==> config.mk <==
export PLATFORM = sky130hd
export DESIGN_NAME = iserdese_hc
export DESIGN_NICKNAME = d
export VERILOG_FILES = /design/src/rtl/tmds_rx_pkg.sv /design/src/rtl/iserdes_gearbox.sv /design/src/rtl/iserdese_hc.sv
export SDC_FILE = /design/constraint.sdc
export NUM_CORES = 1
export LEC_CHECK = 0
export ABC_CLOCK_PERIOD_IN_PS = 2100
export CAP_MARGIN = 30
export CORE_MARGIN = 2
export CORE_UTILIZATION = 45
export CTS_BUF_LIST = sky130_fd_sc_hd__clkbuf_8
export DETAILED_ROUTE_END_ITERATION = 7
export PLACE_DENSITY = 0.67
export SYNTH_ARGS = -nofsm -noshare
export SYNTH_HDL_FRONTEND = slang
export SYNTH_SLANG_ARGS = --single-unit
export TNS_END_PERCENT = 50
==> constraint.sdc <==
create_clock -name ddr_bit_clock -period 2.1 [get_ports ddr_bit_clock]
set_input_delay 0.315 -clock ddr_bit_clock [delete_from_list [all_inputs] [get_ports ddr_bit_clock]]
set_output_delay 0.315 -clock ddr_bit_clock [all_outputs]
set_load 0.02 [all_outputs]
==> src/rtl/tmds_rx_pkg.sv <==
`default_nettype none
// ============================================================================
// Module      : tmds_rx_pkg
// Description : Shared constants, FSM state type and token test for the
//               TMDS receive deserializer.
// Revision    : 1.0 - initial release
// ============================================================================
package tmds_rx_pkg;

    localparam int ALIGN_POSITIONS = 10;

    localparam logic [9:0] CTRL_TOKEN_0 = 10'h354;
    localparam logic [9:0] CTRL_TOKEN_1 = 10'h0AB;
    localparam logic [9:0] CTRL_TOKEN_2 = 10'h154;
    localparam logic [9:0] CTRL_TOKEN_3 = 10'h2AB;

    typedef enum logic [1:0] {
        SEARCH = 2'd0,
        CHECK  = 2'd1,
        LOCKED = 2'd2
    } rx_state_e;

    function automatic logic is_ctrl_token(input logic [9:0] word);
        return (word == CTRL_TOKEN_0) || (word == CTRL_TOKEN_1) ||
               (word == CTRL_TOKEN_2) || (word == CTRL_TOKEN_3);
    endfunction

endpackage
`default_nettype wire

==> src/rtl/iserdes_gearbox.sv <==
`default_nettype none
// ============================================================================
// Module      : iserdes_gearbox
// Description : 2:10 gearbox - bit-pair history, word phase counter and
//               alignment-selected word capture.
// Revision    : 1.0 - initial release
// ============================================================================
module iserdes_gearbox
    import tmds_rx_pkg::*;
(
    input  logic       clk,
    input  logic       rst,
    input  logic       data_rise_i,
    input  logic       data_fall_i,
    input  logic       slip_i,
    output logic [9:0] par_data_o,
    output logic       par_valid_o,
    output logic [3:0] align_pos_o
);

    localparam logic [3:0] LAST_POS = 4'(ALIGN_POSITIONS - 1);

    logic [11:0] hist_q;
    logic [2:0]  word_cnt_q;
    logic [2:0]  word_cnt_d;
    logic [9:0]  par_data_q;
    logic        par_valid_q;
    logic [3:0]  align_pos_q;
    logic [3:0]  align_pos_d;

    logic [2:0]  w_word_phase;
    logic [9:0]  w_slice;
    logic        w_capture;

    // align_pos = {word_phase, bit_phase}; bit_phase 1 starts the word on a fall bit
    assign w_word_phase = align_pos_q[3:1];
    assign w_slice      = align_pos_q[0] ? hist_q[10:1] : hist_q[11:2];
    assign w_capture    = (word_cnt_q == w_word_phase);

    always_comb begin
        word_cnt_d  = (word_cnt_q == 3'd4) ? 3'd0 : word_cnt_q + 3'd1;
        align_pos_d = align_pos_q;
        if (slip_i) begin
            align_pos_d = (align_pos_q == LAST_POS) ? 4'd0 : align_pos_q + 4'd1;
        end
    end

    always_ff @(posedge clk) begin
        if (rst) begin
            hist_q      <= '0;
            word_cnt_q  <= '0;
            par_data_q  <= '0;
            par_valid_q <= 1'b0;
            align_pos_q <= '0;
        end else begin
            hist_q      <= {data_fall_i, data_rise_i, hist_q[11:2]};
            word_cnt_q  <= word_cnt_d;
            par_valid_q <= w_capture;
            align_pos_q <= align_pos_d;
            if (w_capture) begin
                par_data_q <= w_slice;
            end
        end
    end

    assign par_data_o  = par_data_q;
    assign par_valid_o = par_valid_q;
    assign align_pos_o = align_pos_q;

endmodule
`default_nettype wire

==> src/rtl/iserdese_hc.sv <==
`default_nettype none
// ============================================================================
// Module      : iserdese_hc
// Description : TMDS 10-bit receive deserializer with autonomous character
//               alignment by control-token hunting.
// Revision    : 1.0 - initial release
// ============================================================================
module iserdese_hc
    import tmds_rx_pkg::*;
#(
    parameter int TOKEN_COUNT = 8,
    parameter int WINDOW      = 4096,
    parameter int MISS_W      = $clog2(WINDOW + 1)
) (
    input  logic       ddr_bit_clock,
    input  logic       rst,
    input  logic       data_rise,
    input  logic       data_fall,
    input  logic       realign,
    output logic [9:0] par_data,
    output logic       par_valid,
    output logic       locked,
    output logic [3:0] align_pos
);

    localparam int                TOK_W     = $clog2(TOKEN_COUNT + 1);
    localparam logic [MISS_W-1:0] MISS_LAST = MISS_W'(WINDOW - 1);
    localparam logic [TOK_W-1:0]  TOK_LAST  = TOK_W'(TOKEN_COUNT - 1);

    rx_state_e         state_q;
    rx_state_e         state_d;
    logic [MISS_W-1:0] miss_cnt_q;
    logic [MISS_W-1:0] miss_cnt_d;
    logic [TOK_W-1:0]  tok_cnt_q;
    logic [TOK_W-1:0]  tok_cnt_d;
    logic              locked_q;

    logic              w_slip;
    logic              w_token;
    logic [9:0]        w_par_data;
    logic              w_par_valid;
    logic [3:0]        w_align_pos;

    iserdes_gearbox u_gearbox (
        .clk         (ddr_bit_clock),
        .rst         (rst),
        .data_rise_i (data_rise),
        .data_fall_i (data_fall),
        .slip_i      (w_slip),
        .par_data_o  (w_par_data),
        .par_valid_o (w_par_valid),
        .align_pos_o (w_align_pos)
    );

    assign w_token = is_ctrl_token(w_par_data);

    always_ff @(posedge ddr_bit_clock) begin
        if (rst) begin
            state_q <= SEARCH;
        end else begin
            state_q <= state_d;
        end
    end

    always_comb begin
        state_d = state_q;
        if (realign) begin
            state_d = SEARCH;
        end else if (w_par_valid) begin
            case (state_q)
                SEARCH: begin
                    if (w_token) begin
                        if (TOKEN_COUNT <= 1) state_d = LOCKED;
                        else                  state_d = CHECK;
                    end
                end
                CHECK: begin
                    if (!w_token)                  state_d = SEARCH;
                    else if (tok_cnt_q == TOK_LAST) state_d = LOCKED;
                end
                LOCKED: begin
                    if (!w_token && (miss_cnt_q == MISS_LAST)) state_d = SEARCH;
                end
                default: state_d = SEARCH;
            endcase
        end
    end

    // Realign takes precedence, so a coincident window expiry yields one slip only
    always_comb begin
        miss_cnt_d = miss_cnt_q;
        tok_cnt_d  = tok_cnt_q;
        w_slip     = 1'b0;
        if (realign) begin
            w_slip     = 1'b1;
            miss_cnt_d = '0;
            tok_cnt_d  = '0;
        end else if (w_par_valid) begin
            case (state_q)
                SEARCH: begin
                    if (w_token) begin
                        tok_cnt_d  = TOK_W'(1);
                        miss_cnt_d = '0;
                    end else if (miss_cnt_q == MISS_LAST) begin
                        w_slip     = 1'b1;
                        miss_cnt_d = '0;
                    end else begin
                        miss_cnt_d = miss_cnt_q + MISS_W'(1);
                    end
                end
                CHECK: begin
                    if (w_token && (tok_cnt_q != TOK_LAST)) begin
                        tok_cnt_d = tok_cnt_q + TOK_W'(1);
                    end else begin
                        tok_cnt_d  = '0;
                        miss_cnt_d = '0;
                    end
                end
                LOCKED: begin
                    if (w_token || (miss_cnt_q == MISS_LAST)) begin
                        miss_cnt_d = '0;
                    end else begin
                        miss_cnt_d = miss_cnt_q + MISS_W'(1);
                    end
                end
                default: begin
                    miss_cnt_d = '0;
                    tok_cnt_d  = '0;
                end
            endcase
        end
    end

    always_ff @(posedge ddr_bit_clock) begin
        if (rst) begin
            miss_cnt_q <= '0;
            tok_cnt_q  <= '0;
            locked_q   <= 1'b0;
        end else begin
            miss_cnt_q <= miss_cnt_d;
            tok_cnt_q  <= tok_cnt_d;
            locked_q   <= (state_d == LOCKED);
        end
    end

    assign par_data  = w_par_data;
    assign par_valid = w_par_valid;
    assign locked    = locked_q;
    assign align_pos = w_align_pos;

endmodule
`default_nettype wire

=== Yosys cells after proc, flatten, opt, wreduce, memory -nomap -nowiden ===
Index checks and enable logic that the tools add are counted.

* Add/subtract/negate cells: 4
* Mux-type cells: 22
* Eq/ne operators: 15
* Reductions and logical operators: 12
* Bitwise gates (word level): 1

{| class="wikitable"
|+ Operators with widths
! kind !! number
|-
| 13-bit two-way mux || 4
|-
| 13-bit one-hot mux with 3 select lines || 1
|-
| 10-bit equality test (second input constant) || 2
|-
| 13-bit by 1-bit adder with 13-bit output (second input constant) || 1
|-
| 13-bit by 12-bit equality test with 1-bit output (second input constant) || 1
|-
| 2-bit two-way mux || 6
|-
| 4-bit two-way mux || 3
|-
| 4-bit one-hot mux with 3 select lines || 1
|-
| 10-bit by 8-bit equality test with 1-bit output (second input constant) || 1
|-
| 10-bit by 9-bit equality test with 1-bit output (second input constant) || 1
|-
| 10-bit two-way mux || 1
|-
| 4-bit by 1-bit adder with 4-bit output (second input constant) || 2
|-
| 2-bit one-hot mux with 3 select lines || 1
|-
| 1-bit two-way mux || 5
|-
| 2-bit equality test (second input constant) || 2
|-
| 4-bit by 3-bit equality test with 1-bit output (second input constant) || 1
|-
| 4-bit equality test (second input constant) || 1
|-
| 1-bit logical OR || 4
|-
| 2-bit != test (second input constant) || 2
|-
| 4-bit by 3-bit != test with 1-bit output (second input constant) || 1
|-
| 2-bit OR reduction || 2
|-
| 3-bit by 1-bit adder with 3-bit output (second input constant) || 1
|-
| 3-bit equality test || 1
|-
| 3-bit equality test (second input constant) || 1
|-
| 7 further kinds || 8
|}

* Output and inout bits: 16
* Bits in registers: 50
* Bits of input ports: 5
* Logic and storage cells: 63

=== Longest topological paths before layout ===
Gate-level depths: netlist of the first run.

* Word-level depth: 11
* Mapped depth: 7
* Mapped depth without buffers: 6

=== Hierarchy ===
From an unflattened synthesis of the first run, not the netlist that was laid out.

* Cells, all modules: 260
* Area total of the unflattened synthesis: 2,502.4 um2

{| class="wikitable"
|+ By module, submodules not included
! module !! seq. area each (um2) !! instances !! area each (um2) !! cells each
|-
| iserdes_gearbox || 580.6 || 1 || 1,271.2 || 120
|-
| iserdese_hc || 400.4 || 1 || 1,231.2 || 140
|}

=== Worst setup path before layout of the first run ===
No wires, ideal clock.

* Path kind: flip-flop to flip-flop
* From: reg u_gearbox.par_data_q[4], in the netlist u_gearbox.par_data_o[4]
* To: reg miss_cnt_q[1]
* Required time: 2.034 ns
* Data arrival time: 2.104 ns
* Library setup time: 0.066 ns
* Setup slack: -0.070 ns
* Stages on the path, launching flop included: 7
* Buffers on the path: 1
* Clock period less this slack: 2.170 ns
* Path through: dfxtp_1 -> or3b_4 -> or3_4 -> a2111oi_4 -> a22oi_2 -> buf_6 -> a21oi_2

* Word-level cells in the longest chain between the ends: 7
* Elaborated cells on any way between the ends: 14
* Classes of those cells: 5 x eq/ne; 3 x mux; 6 x reduce/logical

{| class="wikitable"
|+ RTL lines
! element !! line !! text
|-
| start, declared || iserdes_gearbox.sv:26 || <nowiki>logic [9:0] par_data_q;</nowiki>
|-
| start signal, assigned || iserdes_gearbox.sv:61 || <nowiki>par_data_q <= w_slice;</nowiki>
|-
| 10-bit equality test / 10-bit by 8-bit equality test with 1-bit output (equally long branches) || tmds_rx_pkg.sv:24 || <nowiki>return (word == CTRL_TOKEN_0) || (word == CTRL_TOKEN_1) ||</nowiki>
|-
| 1-bit logical OR (2 in series) || tmds_rx_pkg.sv:24 ||
|-
| 1-bit logical OR (*) || tmds_rx_pkg.sv:25 || <nowiki>(word == CTRL_TOKEN_2) || (word == CTRL_TOKEN_3);</nowiki>
|-
| 1-bit logical OR / 1-bit logical AND (equally long branches) || iserdese_hc.sv:120, iserdese_hc.sv:112 ||
|-
| 13-bit two-way mux / 2-bit != test (equally long branches) || - ||
|-
| 13-bit one-hot mux with 3 select lines / 2-bit AND reduction (equally long branches) || - ||
|-
| end signal, assigned || iserdese_hc.sv:140 || <nowiki>miss_cnt_q <= miss_cnt_d;</nowiki>
|-
| end, declared || iserdese_hc.sv:32 || <nowiki>logic [MISS_W-1:0] miss_cnt_q;</nowiki>
|}

Mark *: on every way between the ends. The rest lies on a longest branch, timed or not.
A chain may end at the register's enable or synchronous reset.

=== Final worst setup path of the first run ===
* From: reg u_gearbox.par_data_q[3], in the netlist u_gearbox.par_data_o[3]
* To: reg miss_cnt_q[11]

Same word-level chain as after synthesis.

==> metrics.txt, run 1 <==
Initial DRC Count 105; GRT Util Overall 17.5%; fin nets 304; Yosys reg bits 49; yosys warns 0; Clk network pwr share 30.6%; Worst R2R End miss_cnt_q[11]; Critical Path AT 2.28 ns; final setup TNS 0 ns; DRC Markers 0; initial antenna violation count 0; Post-Layout Inst Area 2890 um^2; ANT nets after route 0; CTS root buffer clkbuf_8; layout cells sized above 1 between 10% and 20%; Comb pwr share between 15 and 20%; Worst-Margin Slew 0.420 ns; largest net degree at the start of global routing 30; first-pass GRT wire length 8380 um; worst setup path startpoint u_gearbox.par_data_o[3]; final wirelength 5010 um; commonest non-fill, non-tap cell in the layout dfxtp_1; core area 5070 um^2; post-synthesis cell area 2340 um^2; Final period util around 97%; Worst Reg2Reg Path Length in Cells 6; clock sinks 49; CTS tree done; Placed Instance Area 2740 um^2; Final Non-Filler Cells ~370; Sw Ratio 29.8%; Net Count, Synth ~270; PD cells around 700 nW/um^2; LEAKAGE just under 1 nW; Worst Path Required around 2.3 ns; TritonRoute pass-1 iters 4; peak supply drop 0.528 mV; Min Clock Period, post-route around 2.0 ns; final RePlAce weighted congestion approximately 0.85; critical path launch point type register; Sequential Power Share 51.0%; total power between 0.0015 and 0.002 W; min-delay worst type register to register; Slew headroom around 70%; crit end category register; CP max FO 6; clock buffer count from CTS 5; DR WL/cell 13.7 um; skew final 0.0148 ns; Psw 0.000594 W; Placed Cells around 360; internal power 0.00140 W; hpwl dp 3330 um; CTS Hold Bufs 0; Max Cap Viol 0; DR vias 1952; die height 76.1 um; I/O Pins 21; RSZ-0062 raised after global routing true; post-synthesis average cell area between 9 and 10 um^2; Die X 76.1 um; H-tree depth 2; worst setup path class register to register; remaining global-route overflow 0; Port Buffers 20; most frequent cells in the layout dfxtp_1, clkdlybuf4s50_1, buf_4; Slew Limit Fails 0; Seq/Total Area, Yosys 41.9%; run status finished, final reports clean; vias in the first global route 1792; ANT cells 0; buffer depth of the longest clock path 2; vias per cell roughly 5.3; Core Rows 26; Yosys cell types 42; final setup violation count 0; Die ar. between 5000 and 6000 um^2; Reg2Reg Setup Slack 0.06 ns; Area Growth Syn to Fin 23.7%; R2R Path Start u_gearbox.par_data_o[3]; Clk Latency, worst-skew pair between 0.3 and 0.4 ns; f_max between 400 and 500 MHz; final hold violations 0; final core utilization 57.0%; Reg clk slew, reported paths ~0.11 ns; Synth Instances 258; worst setup path end miss_cnt_q[11]; Initial Util a little under half
==> power groups by stage <==
stage	combinational (W)	clock, W	sequential, W
final	0.000365	0.000610	0.00102
after global routing	0.000400	0.000668	0.00102
after CTS	0.000355	0.000617	0.00102
after detailed placement	0.000353	0	0.00104
after global placement	0.000350	0	0.00104
after floorplan	0.000170	0	0.00108
==> cell usage after synthesis, drive strengths merged <==
cell type | instances | area [um^2]
ha | 4 | 50.1
nor3 | 7 | 35.0
a211oi | 13 | 97.6
a31oi | 2 | 12.5
mux2i | 12 | 120
nor2b | 14 | 87.6
nand3b | 2 | 15.0
nand4 | 6 | 37.5
a41oi | 1 | 8.76
or3 | 10 | 67.6
inv | 9 | 33.8
or4bb | 1 | 11.3
nand2b | 4 | 25.0
or2 | 2 | 12.5
buf | 5 | 30.0
nor2 | 16 | 60.1
dfxtp | 49 | 981
nand3 | 10 | 50.1
nand4bb | 2 | 22.5
and2 | 3 | 18.8
or4 | 6 | 45.0
xor2 | 3 | 26.3
clkbuf | 8 | 30.0
o211ai | 1 | 7.51
a21oi | 22 | 151
o41ai | 2 | 17.5
or3b | 2 | 20.0
nand2 | 11 | 41.3
and3 | 3 | 18.8
a22oi | 3 | 27.5
or4b | 1 | 10.0
a2111oi | 1 | 27.5
o21ai | 10 | 50.1
o31ai | 6 | 45.0
nor3b | 1 | 7.51
nor4 | 6 | 37.5
==> cell families after synthesis <==
group                    count (synthesis)  share of synthesized area [%]
AO/OA/AOI/OAI                           61                           19.0
XOR/XNOR                                 3                           1.12
adder cells (fa/ha/maj)                  4                           2.14
buffers and inverters                   22                           4.01
flip-flops                              49                           41.9
multiplexers                            12                           5.13
AND/OR/NAND/NOR                        107                           26.6
==> flip-flops by register name (all words and copies together), names as in the netlist <==
register / flops
miss_cnt_q: 13
u_gearbox.par_data_o: 10
u_gearbox.align_pos_o: 4
u_gearbox.word_cnt_q: 3
u_gearbox.hist_q: 11
locked: 1
tok_cnt_q: 4
u_gearbox.par_valid_o: 1
state_q: 2
==> per-stage QoR <==
step	setup slack, ns	hold slack, ns
finish	0.0632	0.462
global route	-0.0344	0.494
CTS	0.0662	0.460
detailed placement	0.0942	0.445
global placement	0.118	0.436
floorplan	0.0126	0.420
==> metal layers <==
| layer | share of wire, % | vias to the layer above | wire, um | track usage [%] |
|---|---|---|---|---|
| li1 | - | 1026 | - | - |
| met1 | 50 | 881 | 2530 | 23.7 |
| met2 | 43 | 32 | 2140 | 26.4 |
| met5 | 0 | - | 0 | 0 |
| met3 | 4.3 | 13 | 213 | 4.15 |
| met4 | 2.5 | 0 | 127 | 8.18 |
==> critical path: stages, from the launching register on <==
cell and delay, ns:
dfxtp_1 0.33, or3b_4 0.41, or3_4 0.38, a2111oi_4 0.40, a22oi_2 0.17, buf_6 0.18
a21oi_2 0.10
==> how the worst min path moves through the flow <==
stage,cells after the start,endpoint,from
2_1_floorplan,2,miss_cnt_q[12],miss_cnt_q[12]
3_3_place_gp,2,miss_cnt_q[12],miss_cnt_q[12]
3_5_place_dp,2,miss_cnt_q[12],miss_cnt_q[12]
4_1_cts,2,miss_cnt_q[12],miss_cnt_q[12]
5_1_grt,1,u_gearbox.hist_q[9],u_gearbox.hist_q[11]
6_report,2,miss_cnt_q[12],miss_cnt_q[12]
==> final cells by class <==
cell class | count | area, um^2
Multi-Input combinational cell | 187 | 1290
Sequential cell | 49 | 983
Fill cell | 465 | 2180
Inverter | 9 | 33.8
Timing Repair Buffer | 43 | 393
Clock inverter | 3 | 33.8
Tap cell | 70 | 87.6
Clock buffer | 5 | 68.8
==> what timing repair did <==
item,in CTS,in global routing
gates resized for setup,0,10
setup endpoints to repair,0,14
buffers inserted,0,1
Power figures use the tool's default switching activity.
==> run 2, diff against run 1 <==
- CAP_MARGIN: 30 -> unset
==> results of run 2 <==
The final DEF is identical to that of run 1; final timing and power are the same.
